==> src/rtl/apb_slave_regfile.sv <==
// APB completer: 8 x 32-bit register file (reg0 read-only ID, reg1..reg7 read/write)
// with address decode, programmable wait states, error response and transfer counter.
module apb_slave_regfile #(
    parameter int unsigned SLV_IDX     = 0,
    parameter logic [31:0] BASE_ADDR   = 32'h8000_0000,
    parameter int unsigned WAIT_CYCLES = 0,
    parameter logic [31:0] ID_VALUE    = 32'hA5B0_0000
) (
    input  logic        h_clk,
    input  logic        h_reset,
    input  logic [2:0]  p_selx,
    input  logic        p_enable,
    input  logic        p_write,
    input  logic [31:0] p_addr,
    input  logic [31:0] p_wdata,
    output logic [31:0] p_rdata,
    output logic        p_ready,
    output logic        p_slverr,
    output logic [15:0] xfer_cnt,
    output logic        proto_err
);
    localparam logic [3:0]  WAIT_LIM = 4'(WAIT_CYCLES);
    localparam logic [31:0] ID_WORD  = ID_VALUE | {30'd0, 2'(SLV_IDX)};

    typedef enum logic [1:0] {
        ST_IDLE   = 2'd0,
        ST_SETUP  = 2'd1,
        ST_ACCESS = 2'd2
    } state_e;

    state_e      state_q;
    logic [31:0] regs_q [8];
    logic [31:0] rdata_q;
    logic [31:0] lat_wdata_q;
    logic [2:0]  lat_idx_q;
    logic        lat_write_q;
    logic        lat_err_q;
    logic        ready_q;
    logic        slverr_q;
    logic        proto_err_q;
    logic [3:0]  wait_q;
    logic [15:0] xfer_cnt_q;
    logic [15:0] xfer_cnt_d;

    logic        sel_s;
    logic        in_range_s;
    logic        dec_err_s;
    logic        done_s;
    logic [2:0]  idx_s;
    logic [3:0]  wait_inc_s;
    logic [31:0] rdata_d;
    logic        unused_s;

    // Byte-lane bits and foreign select bits carry no meaning for this instance.
    assign unused_s = ^{p_selx, p_addr[1:0]};

    // Address decode and read mux for the transfer currently on the bus.
    always_comb begin
        sel_s      = p_selx[SLV_IDX];
        idx_s      = p_addr[4:2];
        in_range_s = (p_addr[31:5] == BASE_ADDR[31:5]);
        dec_err_s  = !in_range_s || (p_write && (idx_s == 3'd0));
        if (!in_range_s) begin
            rdata_d = 32'd0;
        end else if (idx_s == 3'd0) begin
            rdata_d = ID_WORD;
        end else begin
            rdata_d = regs_q[idx_s];
        end
    end

    // Completion detect, wait-counter increment and transfer counter next state.
    always_comb begin
        done_s     = (state_q == ST_ACCESS) && ready_q;
        wait_inc_s = wait_q + 4'd1;
        if (done_s) begin
            xfer_cnt_d = xfer_cnt_q + 16'd1;
        end else begin
            xfer_cnt_d = xfer_cnt_q;
        end
    end

    // Protocol FSM, register file and registered APB responses.
    always_ff @(posedge h_clk) begin
        if (h_reset) begin
            state_q <= ST_IDLE;
            for (int i = 0; i < 8; i++) begin
                regs_q[i] <= 32'd0;
            end
            rdata_q     <= 32'd0;
            lat_wdata_q <= 32'd0;
            lat_idx_q   <= 3'd0;
            lat_write_q <= 1'b0;
            lat_err_q   <= 1'b0;
            ready_q     <= 1'b0;
            slverr_q    <= 1'b0;
            proto_err_q <= 1'b0;
            wait_q      <= 4'd0;
            xfer_cnt_q  <= 16'd0;
        end else begin
            ready_q    <= 1'b0;
            slverr_q   <= 1'b0;
            xfer_cnt_q <= xfer_cnt_d;
            case (state_q)
                ST_IDLE: begin
                    if (sel_s && !p_enable) begin
                        state_q <= ST_SETUP;
                    end else if (sel_s) begin
                        proto_err_q <= 1'b1;
                    end else begin
                        state_q <= ST_IDLE;
                    end
                end
                ST_SETUP: begin
                    lat_idx_q   <= idx_s;
                    lat_write_q <= p_write;
                    lat_wdata_q <= p_wdata;
                    lat_err_q   <= dec_err_s;
                    if (!p_write) begin
                        rdata_q <= rdata_d;
                    end else begin
                        rdata_q <= rdata_q;
                    end
                    wait_q   <= 4'd0;
                    ready_q  <= (WAIT_LIM == 4'd0);
                    slverr_q <= (WAIT_LIM == 4'd0) && dec_err_s;
                    state_q  <= ST_ACCESS;
                end
                ST_ACCESS: begin
                    if (ready_q) begin
                        if (lat_write_q && !lat_err_q) begin
                            regs_q[lat_idx_q] <= lat_wdata_q;
                        end
                        // A new setup phase in the completing cycle chains straight into SETUP.
                        if (sel_s && !p_enable) begin
                            state_q <= ST_SETUP;
                        end else begin
                            state_q <= ST_IDLE;
                        end
                    end else if (!sel_s || !p_enable) begin
                        proto_err_q <= 1'b1;
                        state_q     <= ST_IDLE;
                    end else begin
                        wait_q   <= wait_inc_s;
                        ready_q  <= (wait_inc_s == WAIT_LIM);
                        slverr_q <= (wait_inc_s == WAIT_LIM) && lat_err_q;
                    end
                end
                default: begin
                    state_q <= ST_IDLE;
                end
            endcase
        end
    end

    assign p_rdata   = rdata_q;
    assign p_ready   = ready_q;
    assign p_slverr  = slverr_q;
    assign xfer_cnt  = xfer_cnt_q;
    assign proto_err = proto_err_q;

endmodule

==> config.mk <==
export PLATFORM = sky130hd
export DESIGN_NAME = apb_slave_regfile
export DESIGN_NICKNAME = d
export VERILOG_FILES = /design/src/rtl/apb_slave_regfile.sv
export SDC_FILE = /design/constraint.sdc
export NUM_CORES = 1
export LEC_CHECK = 0
export BUFFER_PORTS_ARGS = -buffer_cell sky130_fd_sc_hd__clkbuf_2
export CORE_ASPECT_RATIO = 0.7
export CORE_UTILIZATION = 60
export CTS_CLUSTER_DIAMETER = 40
export DETAILED_ROUTE_END_ITERATION = 8
export PLACE_DENSITY = 0.8
export SLEW_MARGIN = 0
export SYNTH_ARGS = -nofsm -noshare
export SYNTH_HDL_FRONTEND = slang
export SYNTH_SLANG_ARGS = --single-unit
==> constraint.sdc <==
create_clock -name h_clk -period 2.7 [get_ports h_clk]
set_input_delay 0.135 -clock h_clk [delete_from_list [all_inputs] [get_ports h_clk]]
set_output_delay 0.135 -clock h_clk [all_outputs]
set_load 0.1 [all_outputs]
# [Word level (Yosys, flattened, before mapping)]
# Memory sizes are Yosys's and may differ from the RTL's.
# Cells that the tools add are included.
[classes] addsub=2 eq_ne=10 mux=32 n_bitwise=1 n_reduce_logical=21
[ops] operator="32-bit two-way mux" count=3
[ops] operator="32-bit OR reduction" count=1
[ops] operator="27-bit equality test (second input constant)" count=1
[ops] operator="1-bit two-way mux" count=17
[ops] operator="16-bit by 1-bit adder with 16-bit output (second input constant)" count=1
[ops] operator="2-bit two-way mux" count=4
[ops] operator="4-bit two-way mux" count=2
[ops] operator="2-bit inequality test (second input constant)" count=4
[ops] operator="4-bit case mux with 2 select lines" count=1
[ops] operator="1-bit case mux with 2 select lines" count=3
[ops] operator="2-bit case mux with 3 select lines" count=1
[ops] operator="1-bit logical AND" count=5
[ops] operator="5-bit AND reduction" count=1
[ops] operator="4-bit by 1-bit adder with 4-bit output (second input constant)" count=1
[ops] operator="1-bit logical NOT" count=4
[ops] operator="4-bit logical NOT" count=1
[ops] operator="2-bit AND reduction" count=2
[ops] operator="2-bit nonzero test" count=2
[ops] operator="3-bit logical NOT" count=1
[ops] operator="3-bit two-way mux" count=1
[ops] operator="3-bit by 2-bit inequality test with 1-bit output (second input constant)" count=1
[ops] operator="3-bit inequality test (second input constant)" count=1
[ops] operator="3-bit AND reduction" count=1
[ops] operator="2-bit by 1-bit equality test with 1-bit output (second input constant)" count=1
[ops] operator="5 further kinds" count=6
[word_totals] register_bits=94 mem_bits_rw=256 in_bits=71 out_inout_bits=51 n_memories=1
[memory_table] name="regs_q" words=8 word_bits=32 rd=1 rd_ports_with_merged_regs=0 write_ports=8 line="32" rtl="logic [31:0] regs_q [8];"

# [Depth between registers and ports, before layout]
# Gate-level depths: netlist (run 1).
[logic_depth] word_depth=9 mapped_depth=8

# [Least setup slack after synthesis (run 1)]
# Ideal clock, no wire load.
[synth_timing] path_kind="flip-flop to flip-flop" start="reg ready_q, in the netlist p_ready" end="mem regs_q[1][0], enable pin" setup_time_ps=375 t_arrival_ps=2392 setup_slack_ps=-67 path_stages_with_launch=5 n_path_buf=0 synth_period_minus_slack_ps=2767 path_cell_list="dfxtp_1 -> and4b_2 -> nand3b_1 -> nor3_1 -> or2_2"
[synth_lines] item="start: declaration" line="38" rtl="logic ready_q;"
[synth_lines] item="start signal: assignment" line="125" rtl="ready_q <= (WAIT_LIM == 4'd0);"
[synth_lines] item="start signal: assignment" line="145" rtl="ready_q <= (wait_inc_s == WAIT_LIM);"
[synth_lines] item="end: declaration" line="32"

==> results of run 1 <==
## registers in the layout, indices dropped and copies added (netlist names)
| signal | cells |
|---|---|
| wait_q | 4 |
| state_q | 2 |
| xfer_cnt | 16 |
| regs_q | 256 |
| lat_wdata_q | 32 |
| p_slverr | 1 |
| proto_err | 1 |
| lat_write_q | 1 |
| p_ready | 1 |
| lat_err_q | 1 |
| lat_idx_q | 3 |
| p_rdata | 32 |
## power by group
group / leakage (nW) / switching (W) / total (W) / internal [W]
Clock: 0.564 / 0.00200 / 0.00492 / 0.00292
Sequential: 3.40 / 0.0000856 / 0.00599 / 0.00590
Combinational: 2.83 / 0.000356 / 0.000650 / 0.000294
Total: 6.79 / 0.00244 / 0.0116 / 0.00912
## metal layers
layer / vias to the layer above / part of all wire, % / GRT usage, %
met5: - / 0 / 0
met4: 0 / 1.9 / 7.36
met3: 55 / 6.5 / 4.29
met2: 320 / 48 / 43.8
met1: 4585 / 44 / 38.2
li1: 4308 / - / -
## tightest hold or removal path, cell delays in order
cell and delay (ns):
clkbuf_2 0.13, nand3_1 0.13, nand3_1 0.10, a21oi_1 0.05
## worst min-delay path by stage
| stage | start | to | slack (ns) | cells past startpoint |
|---|---|---|---|---|
| 2_1_floorplan | p_wdata[25] | lat_wdata_q[25]$_SDFFE_PP0N_ | 0.28 | 2 |
| 3_3_place_gp | p_wdata[24] | lat_wdata_q[24]$_SDFFE_PP0N_ | 0.37 | 3 |
| 3_5_place_dp | p_wdata[0] | lat_wdata_q[0]$_SDFFE_PP0N_ | 0.38 | 3 |
| 4_1_cts | p_enable | state_q[1]$_SDFFE_PP0P_ | 0.07 | 4 |
| 5_1_grt | p_enable | state_q[1]$_SDFFE_PP0P_ | 0.17 | 4 |
| 6_report | p_enable | state_q[1]$_SDFFE_PP0P_ | 0.1 | 4 |
## layout make-up
type                    instances  area, sq um
flip-flops and latches        350         9570
fillers                      1671         6970
multi-input cells             681         5220
repair buffers                188         1270
clock buffers                  48          967
well taps                     325          407
clock inverters                15          190
inverters                       7         26.3
## cells by family (layout without fill, tap and decap cells)
family                     after synthesis  count (layout)  synth area share (%)
DFF                                    350             350                  63.5
AOI/OAI and AO/OA                       90              90                  3.52
muxes                                  131             131                  12.9
xor gates and xnor gates                11              11                 0.640
and+or+nand+nor                        441             441                  16.8
buffers and inverters                   74             258                  1.93
adders and majority gates                8               8                 0.665
## placed cells by master, fill, tap and decap left out, types with 3 or more instances in the layout
| cell type | n |
|---|---|
| or4_1 | 3 |
| o21ai_0 | 43 |
| inv_6 | 4 |
| xnor2_1 | 5 |
| or3_1 | 4 |
| nand2_1 | 55 |
| ha_1 | 7 |
| clkinv_1 | 3 |
| dfxtp_1 | 93 |
| nor3b_2 | 4 |
| clkbuf_1 | 11 |
| o31ai_1 | 3 |
| a22oi_1 | 21 |
| clkinv_2 | 3 |
| a21oi_1 | 15 |
| bufinv_16 | 4 |
| or2_2 | 8 |
| and3_1 | 5 |
| nor2b_1 | 3 |
| mux4_2 | 50 |
| mux2i_1 | 81 |
| clkbuf_16 | 37 |
| and2_1 | 257 |
| nor3_1 | 3 |
| nand2b_1 | 9 |
| inv_1 | 6 |
| clkbuf_2 | 115 |
| xor2_1 | 6 |
| buf_4 | 34 |
| nor4_1 | 7 |
| dlygate4sd3_1 | 34 |
| nand3_1 | 10 |
| nor2_1 | 52 |
| edfxtp_1 | 256 |
| buf_12 | 5 |
| nand4_1 | 5 |
## what timing repair did
item | CTS | global route
setup buffers | 0 | 0
hold buffers | 34 | 0
setup endpoints to repair | 0 | 0
endpoints found under the hold margin | 33 | 0
## metrics by stage
step	hold WS [ns]	util, %
2_1_floorplan	0.283	-
3_3_place_gp	0.367	65.6
3_5_place_dp	0.379	65.6
4_1_cts	0.0728	71.7
5_1_grt	0.168	71.7
6_report	0.0953	71.7
==> impl_metrics.py, run 1 <==
metrics = {
    "outcome": {
        "status": "finished clean",
    },
    "power": {
        "cellPowerDensity_nw_per_um2": 655,
        "vdd_drop_max_mv": 0.481,
        "p_leak_nw": 6.79,
        "total_power_w": 0.0116,
    },
    "place": {
        "pre_cts_ws_ns": 0.292,
        "numPortBuffers": 117,
        "placed_cell_area_sq_um": 16200,
        "gp_congestion": 0.783,
        "hpwlAfterDp_microns": 19800,
        "place_inst": 1517,
    },
    "synthesis": {
        "ys_top_cells_by_count": "and2_1, edfxtp_1, dfxtp_1",
        "synth_seq_cells": 350,
        "syn_nets": 1184,
        "yosysSeqAreaShare_pct": 63.5,
        "synth.cell_area_sq_um": 15100,
        "synthCells": 1105,
        "synth_top_cell_by_area": "edfxtp_1",
        "synth_cell_type_count": 47,
        "yosysMostFrequentCell": "and2_1",
        "ys_warn_count": 0,
        "yosys_most_used_dff": "edfxtp_1",
        "avgSynthCellArea_sq_um": 13.6,
        "synth_edf_count": 256,
        "synth_area_leaders": "edfxtp_1, dfxtp_1, and2_1",
        "synthArstFlopShare_pct": 0,
        "yosys.area.top_type_share_pct": 51.1,
    },
    "route": {
        "routed_via_density": 5.74,
        "drt-total-wl_microns": 33700,
        "firstDrtPassIters": 5,
        "ant_nets": 0,
        "num_vias": 9268,
        "drt-initial-drc-count": 833,
        "wire_per_inst_microns": 20.9,
        "drc": 0,
    },
    "sta": {
        "fin_crit_sh_pct": 90.2,
        "report.final.slew_viol_count": 0,
        "min_period_ns": 2.43,
        "worst_pin_slew_ns": 1.09,
        "finalWorstSetupSlack_ns": 0.265,
        "max_clock_freq_ghz": 0.411,
        "rsz0062_at_grt": "false",
        "finalSetupViolations": 0,
        "hold_viol": 0,
        "finClkSkew_ns": 0.0130,
        "finalSetupTns_ns": 0,
        "slew_headroom_pct": 27.3,
    },
    "global_route": {
        "antenna_found_initial": 0,
        "grt-ovfl-total": 0,
        "grt_max_degree": 71,
        "grt_pass1_wl_microns": 51700,
        "track_usage_pct": 27.0,
        "grt_pass1_vias": 9217,
    },
    "critical_path": {
        "reg2reg_slack_ns": 0.27,
        "crit_path_max_fanout": 32,
        "crit_buf_inv": 1,
        "required_ns": 2.83,
        "crit_cells": 6,
        "crit_start": "state_q[0]$_SDFFE_PP0P_",
        "slowest_delay_ns": 0.72,
        "critPathKind": "reg2reg",
        "crit_end": "regs_q[2][23]$_SDFFCE_PN0P_",
        "reg2reg_depth": 6,
        "crit_chain": "inv_1 -> ha_1 -> and4b_2 -> nor3b_2 -> and3b_1 -> or2_2",
        "cp_slowest_cell": "or2_2",
        "critPathTopFamily": "simple AND/OR/NAND/NOR gates",
        "start_kind": "flip-flop",
        "r2r-end": "regs_q[2][23]$_SDFFCE_PN0P_",
        "critPathCaptureType": "flip-flop",
        "arrival_ns": 2.57,
        "r2r_start": "state_q[0]$_SDFFE_PP0P_",
    },
    "cells_and_area": {
        "stdcell_count": 1614,
        "final_area_sq_um": 17700,
        "area_growth_pct": 17.2,
        "fin_nets": 1343,
        "drive_gt1_share_pct": 21.5,
        "n_antenna_cell": 0,
    },
    "clock_tree": {
        "numCtsBuffers": 36,
        "clk_latency_ns": 0.51,
        "cts_tree": "done",
        "clock-sinks": 350,
        "root_buffer": "clkbuf_16",
        "clock_path_buffers": 3,
        "cts_max_level": 2,
        "post_cts_resized": 0,
        "clkTransAtPathRegs_ns": 0.06,
    },
    "die": {
        "die_height_microns": 135,
        "die-width_microns": 191,
        "initial_core_util_pct": 61.2,
        "core_sq_um": 24600,
        "die_area_sq_um": 25700,
        "io_pins": 122,
        "fp-row-count": 48,
    },
    "job": {
        "cap_viol_max_count": 0,
    },
    "hold_path": {
        "worstHoldPathType": "in2reg",
    },
}
Note: power is estimated with default switching activity, not from simulation.
==> run 2: changes to the inputs <==
==> constraint.sdc (replaced) <==
create_clock -name h_clk -period 2.7 [get_ports h_clk]
set_input_delay 0.135 -clock h_clk [delete_from_list [all_inputs] [get_ports h_clk]]
set_output_delay 0.135 -clock h_clk [all_outputs]
set_load 0.005 [all_outputs]
==> impl_metrics.py, run 2 (synthesis gave the netlist of run 1 again) <==
metrics = {
    "clock_tree": {
        "clkTransAtPathRegs_ns": 0.06,
        "clock_path_buffers": 3,
        "postCtsSetupBuffers": 0,
        "post_cts_resized": 0,
        "root_buffer": "clkbuf_16",
        "numCtsBuffers": 37,
        "clock-sinks": 350,
        "cts_tree": "done",
        "clk_latency_ns": 0.53,
        "cts_max_level": 2,
    },
    "cells_and_area": {
        "area_growth_pct": 17.6,
        "largest_reg_flops": 256,
        "layout_common_cells": "and2_1, edfxtp_1, clkbuf_2",
        "regMostFlops": "regs_q",
        "fin_nets": 1339,
        "n_fill_cell": 1632,
        "final_common_cell": "and2_1",
        "drive_gt1_share_pct": 21.7,
        "stdcell_count": 1615,
    },
    "place": {
        "place_inst": 1512,
        "gp_congestion": 0.783,
        "numPortBuffers": 117,
        "hpwlAfterDp_microns": 19700,
    },
    "global_route": {
        "grt_max_degree": 71,
        "grt_pass1_wl_microns": 51000,
        "grt-ovfl-total": 0,
        "track_usage_pct": 26.4,
        "grt_pass1_vias": 9207,
        "antenna_found_initial": 1,
    },
    "power": {
        "cellPowerDensity_nw_per_um2": 662,
        "p_leak_nw": 6.81,
        "internal_power_w": 0.00922,
        "vdd_drop_max_mv": 0.635,
        "p_switching_w": 0.00250,
        "combPwrFrac_pct": 5.4,
        "p_seq_share_pct": 51.1,
        "swShare_pct": 21.3,
        "clkPwrFrac_pct": 43.6,
    },
    "die": {
        "die-width_microns": 191,
        "fp-row-count": 48,
        "io_pins": 122,
        "initial_core_util_pct": 61.2,
        "core_sq_um": 24600,
        "die_area_sq_um": 25700,
        "die_height_microns": 135,
    },
    "sta": {
        "rsz0062_at_grt": "false",
        "finalSetupViolations": 0,
        "max_clock_freq_ghz": 0.412,
        "report.final.slew_viol_count": 0,
        "fin_crit_sh_pct": 89.9,
        "hold_viol": 0,
        "worst_pin_slew_ns": 1.02,
        "min_period_ns": 2.43,
        "finClkSkew_ns": 0.0188,
        "slew_headroom_pct": 31.9,
        "finalSetupTns_ns": 0,
    },
    "route": {
        "routed_via_density": 5.66,
        "num_vias": 9138,
        "drt-initial-drc-count": 593,
        "drc": 0,
        "firstDrtPassIters": 5,
        "wire_per_inst_microns": 20.3,
        "ant_nets": 0,
        "drt-total-wl_microns": 32800,
    },
    "critical_path": {
        "critPathKind": "reg2reg",
        "start_kind": "flip-flop",
        "crit_path_max_fanout": 32,
        "required_ns": 2.84,
        "critPathCaptureType": "flip-flop",
        "arrival_ns": 2.56,
    },
    "hold_path": {
        "worstHoldPathType": "in2reg",
    },
    "job": {
        "cap_viol_max_count": 0,
    },
    "outcome": {
        "status": "finished clean",
    },
}
-- run 2: cell count changes in the layout (fill, tap and decap cells not counted), sizes merged --
cell and change:
bufinv -2, clkinvlp +2, diode +1, clkbuf +5
buf -5
-- run 2: path summary, 6_finish.rpt --
| kind | start | end | slack [ns] | cells past startpoint |
|---|---|---|---|---|
| setup reg to reg | state_q[0]$_SDFFE_PP0P_ | regs_q[2][16]$_SDFFCE_PN0P_ | 0.27 | 6 |
| hold reg to reg | p_rdata[18]$_SDFFE_PP0P_ | p_rdata[18]$_SDFFE_PP0P_ | 0.45 | 2 |
| hold / removal | p_write | p_rdata[30]$_SDFFE_PP0P_ | 0.05 | 4 |
| setup / recovery | state_q[0]$_SDFFE_PP0P_ | regs_q[2][16]$_SDFFCE_PN0P_ | 0.27 | 6 |
-- run 2: through the flow --
stage | hold slack (ns) | setup slack, ns | utilization, % | cell area (sq um) | power (W)
2_1_floorplan | 0.283 | 0.414 | - | 15100 | 0.00644
6_report | 0.0462 | 0.273 | 71.9 | 17700 | 0.0117
5_1_grt | 0.0363 | 0.134 | 71.9 | 17700 | 0.0121
4_1_cts | 0.0229 | 0.281 | 71.9 | 17700 | 0.0118
3_5_place_dp | 0.377 | 0.288 | 65.5 | 16100 | 0.00669
3_3_place_gp | 0.368 | 0.329 | 65.5 | 16100 | 0.00667
-- run 2: timing repair --
action                                  CTS  global route
endpoints found under the hold margin    33             0
endpoints found under the setup margin    0             0
hold buffers                             34             0
-- run 2: area by class of cell --
| cell class | instances | area, sq um | share of cell area [%] |
|---|---|---|---|
| Antenna cell | 1 | 2.50 | 0.0141 |
| Clock buffer | 53 | 1090 | 6.16 |
| Clock inverter | 15 | 144 | 0.813 |
| Inverter | 7 | 26.3 | 0.148 |
| Multi-Input combinational cell | 681 | 5220 | 29.5 |
| Sequential cell | 350 | 9570 | 54.0 |
| Tap cell | 325 | 407 | 2.30 |
| Timing Repair Buffer | 183 | 1250 | 7.04 |
-- run 2: per-layer routing --
layer	wire, microns	up-vias	track usage (%)
li1	-	4314	-
met1	14600	4493	37.4
met2	15600	273	43.1
met3	1820	58	3.90
met4	733	0	7.76
met5	0	-	0
-- run 2: power by group through the flow --
stage          Sequential [W]  Clock [W]  Combinational [W]
2_1_floorplan         0.00606          0           0.000383
3_3_place_gp          0.00609          0           0.000579
3_5_place_dp          0.00610          0           0.000590
4_1_cts               0.00599    0.00518           0.000631
5_1_grt               0.00600    0.00539           0.000673
6_report              0.00599    0.00510           0.000627
-- run 2: critical path, cell delays in order (launching register included) --
cell and delay (ns):
dfxtp_1 0.35, inv_1 0.09, ha_1 0.17, and4b_2 0.26
nor3b_2 0.23, and3b_1 0.20, or2_2 0.74
==> run 3: changes to the inputs <==
--- a/config.mk
+++ b/config.mk
@@ -6,11 +6,12 @@
 export NUM_CORES = 1
 export LEC_CHECK = 0
 export BUFFER_PORTS_ARGS = -buffer_cell sky130_fd_sc_hd__clkbuf_2
+export CELL_PAD_IN_SITES_DETAIL_PLACEMENT = 1
+export CELL_PAD_IN_SITES_GLOBAL_PLACEMENT = 2
 export CORE_ASPECT_RATIO = 0.7
-export CORE_UTILIZATION = 60
-export CTS_CLUSTER_DIAMETER = 40
+export CORE_UTILIZATION = 42
 export DETAILED_ROUTE_END_ITERATION = 8
-export PLACE_DENSITY = 0.8
+export PLACE_DENSITY_LB_ADDON = 0.1
 export SLEW_MARGIN = 0
 export SYNTH_ARGS = -nofsm -noshare
 export SYNTH_HDL_FRONTEND = slang
==> impl_metrics.py, run 3 (synthesis gave the netlist of run 1 again) <==
metrics = {
    "cells_and_area": {
        "largest_reg_flops": 256,
        "drive_gt1_share_pct": 21.9,
        "n_fill_cell": 3492,
        "regMostFlops": "regs_q",
        "final_common_cell": "and2_1",
        "layout_common_cells": "and2_1, edfxtp_1, clkbuf_2",
        "area_growth_pct": 18.8,
        "n_antenna_cell": 0,
        "stdcell_count": 1764,
        "fin_nets": 1345,
    },
    "critical_path": {
        "required_ns": 3.09,
        "crit_path_max_fanout": 32,
        "arrival_ns": 2.61,
        "reg2reg_slack_ns": 0.48,
        "critPathCaptureType": "flip-flop",
        "critPathKind": "reg2reg",
        "r2r-end": "regs_q[0][22]$_SDFFCE_PN0P_",
        "reg2reg_depth": 7,
        "start_kind": "flip-flop",
        "r2r_start": "state_q[0]$_SDFFE_PP0P_",
    },
    "power": {
        "vdd_drop_max_mv": 0.353,
        "cellPowerDensity_nw_per_um2": 639,
        "p_leak_nw": 6.81,
    },
    "clock_tree": {
        "clkTransAtPathRegs_ns": 0.06,
        "numCtsBuffers": 36,
        "clock_path_buffers": 3,
        "cts_max_level": 2,
        "root_buffer": "clkbuf_16",
        "cts_tree": "done",
        "clock-sinks": 350,
        "postCtsSetupBuffers": 0,
        "clk_latency_ns": 0.54,
    },
    "route": {
        "routed_via_density": 5.25,
        "firstDrtPassIters": 5,
        "drt-initial-drc-count": 585,
        "drc": 0,
        "ant_nets": 0,
        "num_vias": 9261,
        "wire_per_inst_microns": 21.6,
        "drt-total-wl_microns": 38100,
    },
    "job": {
        "cap_viol_max_count": 0,
    },
    "place": {
        "pre_cts_ws_ns": 0.473,
        "numPortBuffers": 117,
        "gp_congestion": 0.728,
        "place_inst": 1666,
        "hpwlAfterDp_microns": 23200,
    },
    "sta": {
        "fin_crit_sh_pct": 82.4,
        "hold_viol": 0,
        "finClkSkew_ns": 0.0191,
        "rsz0062_at_grt": "false",
        "report.final.slew_viol_count": 0,
        "slew_headroom_pct": 23.6,
        "finalSetupViolations": 0,
        "min_period_ns": 2.22,
        "finalWorstSetupSlack_ns": 0.476,
        "max_clock_freq_ghz": 0.450,
        "finalSetupTns_ns": 0,
        "worst_pin_slew_ns": 1.14,
    },
    "die": {
        "die-width_microns": 228,
        "core_sq_um": 35000,
        "fp-row-count": 57,
        "die_height_microns": 160,
        "io_pins": 122,
        "die_area_sq_um": 36600,
        "initial_core_util_pct": 43.0,
    },
    "global_route": {
        "track_usage_pct": 21.4,
        "grt-ovfl-total": 0,
        "grt_pass1_wl_microns": 59300,
        "grt_max_degree": 48,
        "antenna_found_initial": 0,
        "grt_pass1_vias": 10000,
    },
    "hold_path": {
        "holdPathStages": 4,
        "worstHoldPathType": "in2reg",
        "min_to": "state_q[1]$_SDFFE_PP0P_",
        "hp-start": "p_enable",
    },
    "outcome": {
        "status": "finished clean",
    },
}
==> run 3: cell types whose count changed in the layout (fill, tap and decap cells not counted), moves of 3 or more <==
cell / delta
inv_6: -4
nor3b_4: +3
buf_12: +4
buf_4: +3
clkbuf_16: -3
nor3b_2: -3
clkbuf_8: +3
==> run 3: power by group <==
| part | switching (W) | leakage [nW] | internal [W] |
|---|---|---|---|
| clock | 0.00208 | 0.547 | 0.00271 |
| combinational | 0.000359 | 2.86 | 0.000304 |
| sequential | 0.0000836 | 3.40 | 0.00590 |
| total | 0.00252 | 6.81 | 0.00891 |
==> run 3: worst max path at each step <==
| stage | startpoint | end | depth (start not counted) |
|---|---|---|---|
| global route | state_q[0]$_SDFFE_PP0P_ | regs_q[0][22]$_SDFFCE_PN0P_ | 7 |
| global placement | state_q[0]$_SDFFE_PP0P_ | regs_q[2][31]$_SDFFCE_PN0P_ | 7 |
| floorplan | state_q[0]$_SDFFE_PP0P_ | regs_q[1][0]$_SDFFCE_PN0P_ | 6 |
| CTS | state_q[0]$_SDFFE_PP0P_ | regs_q[0][27]$_SDFFCE_PN0P_ | 7 |
| finish | state_q[0]$_SDFFE_PP0P_ | regs_q[0][22]$_SDFFCE_PN0P_ | 7 |
| detailed placement | state_q[0]$_SDFFE_PP0P_ | regs_q[0][22]$_SDFFCE_PN0P_ | 7 |
==> run 3: cell type report <==
cell class / count / area [sq um] / area share (%)
multi-input combinational: 681 / 5240 / 29.3
inverter: 7 / 26.3 / 0.147
timing repair buffer: 190 / 1350 / 7.54
sequential: 350 / 9570 / 53.5
tap: 472 / 591 / 3.30
clock buffer: 51 / 1050 / 5.86
clock inverter: 13 / 68.8 / 0.385
==> run 3: repair_timing <==
action                    4_1_cts  5_1_grt
resized for setup               0        0
hold endpoints to repair       33        0
hold buffers                   34        0
==> run 3: critical path, cell delays in order (launching register included) <==
cell and delay (ns):
dfxtp_1 0.35, inv_1 0.09, ha_1 0.20, and4b_2 0.25, nor3b_2 0.28, nor3b_4 0.24
buf_4 0.46, and2_1 0.21
==> run 3: through the flow <==
step / utilization [%] / hold WS [ns] / instance area, sq um / total power (W)
global route: 51.1 / 0.110 / 17900 / 0.0118
floorplan: - / 0.283 / 15100 / 0.00644
finish: 51.1 / 0.0700 / 17900 / 0.0114
CTS: 51.1 / 0.0558 / 17900 / 0.0116
global placement: 46.9 / 0.369 / 16400 / 0.00672
detailed placement: 46.9 / 0.379 / 16400 / 0.00674
==> run 3: metal layers <==
layer  up-vias  wire [microns]  GRT usage, %
met2       135           17700          34.4
met1      4773           18600          30.8
met3        44            1270          3.04
li1       4309               -             -
met5         -               0             0
met4         0             572          5.28
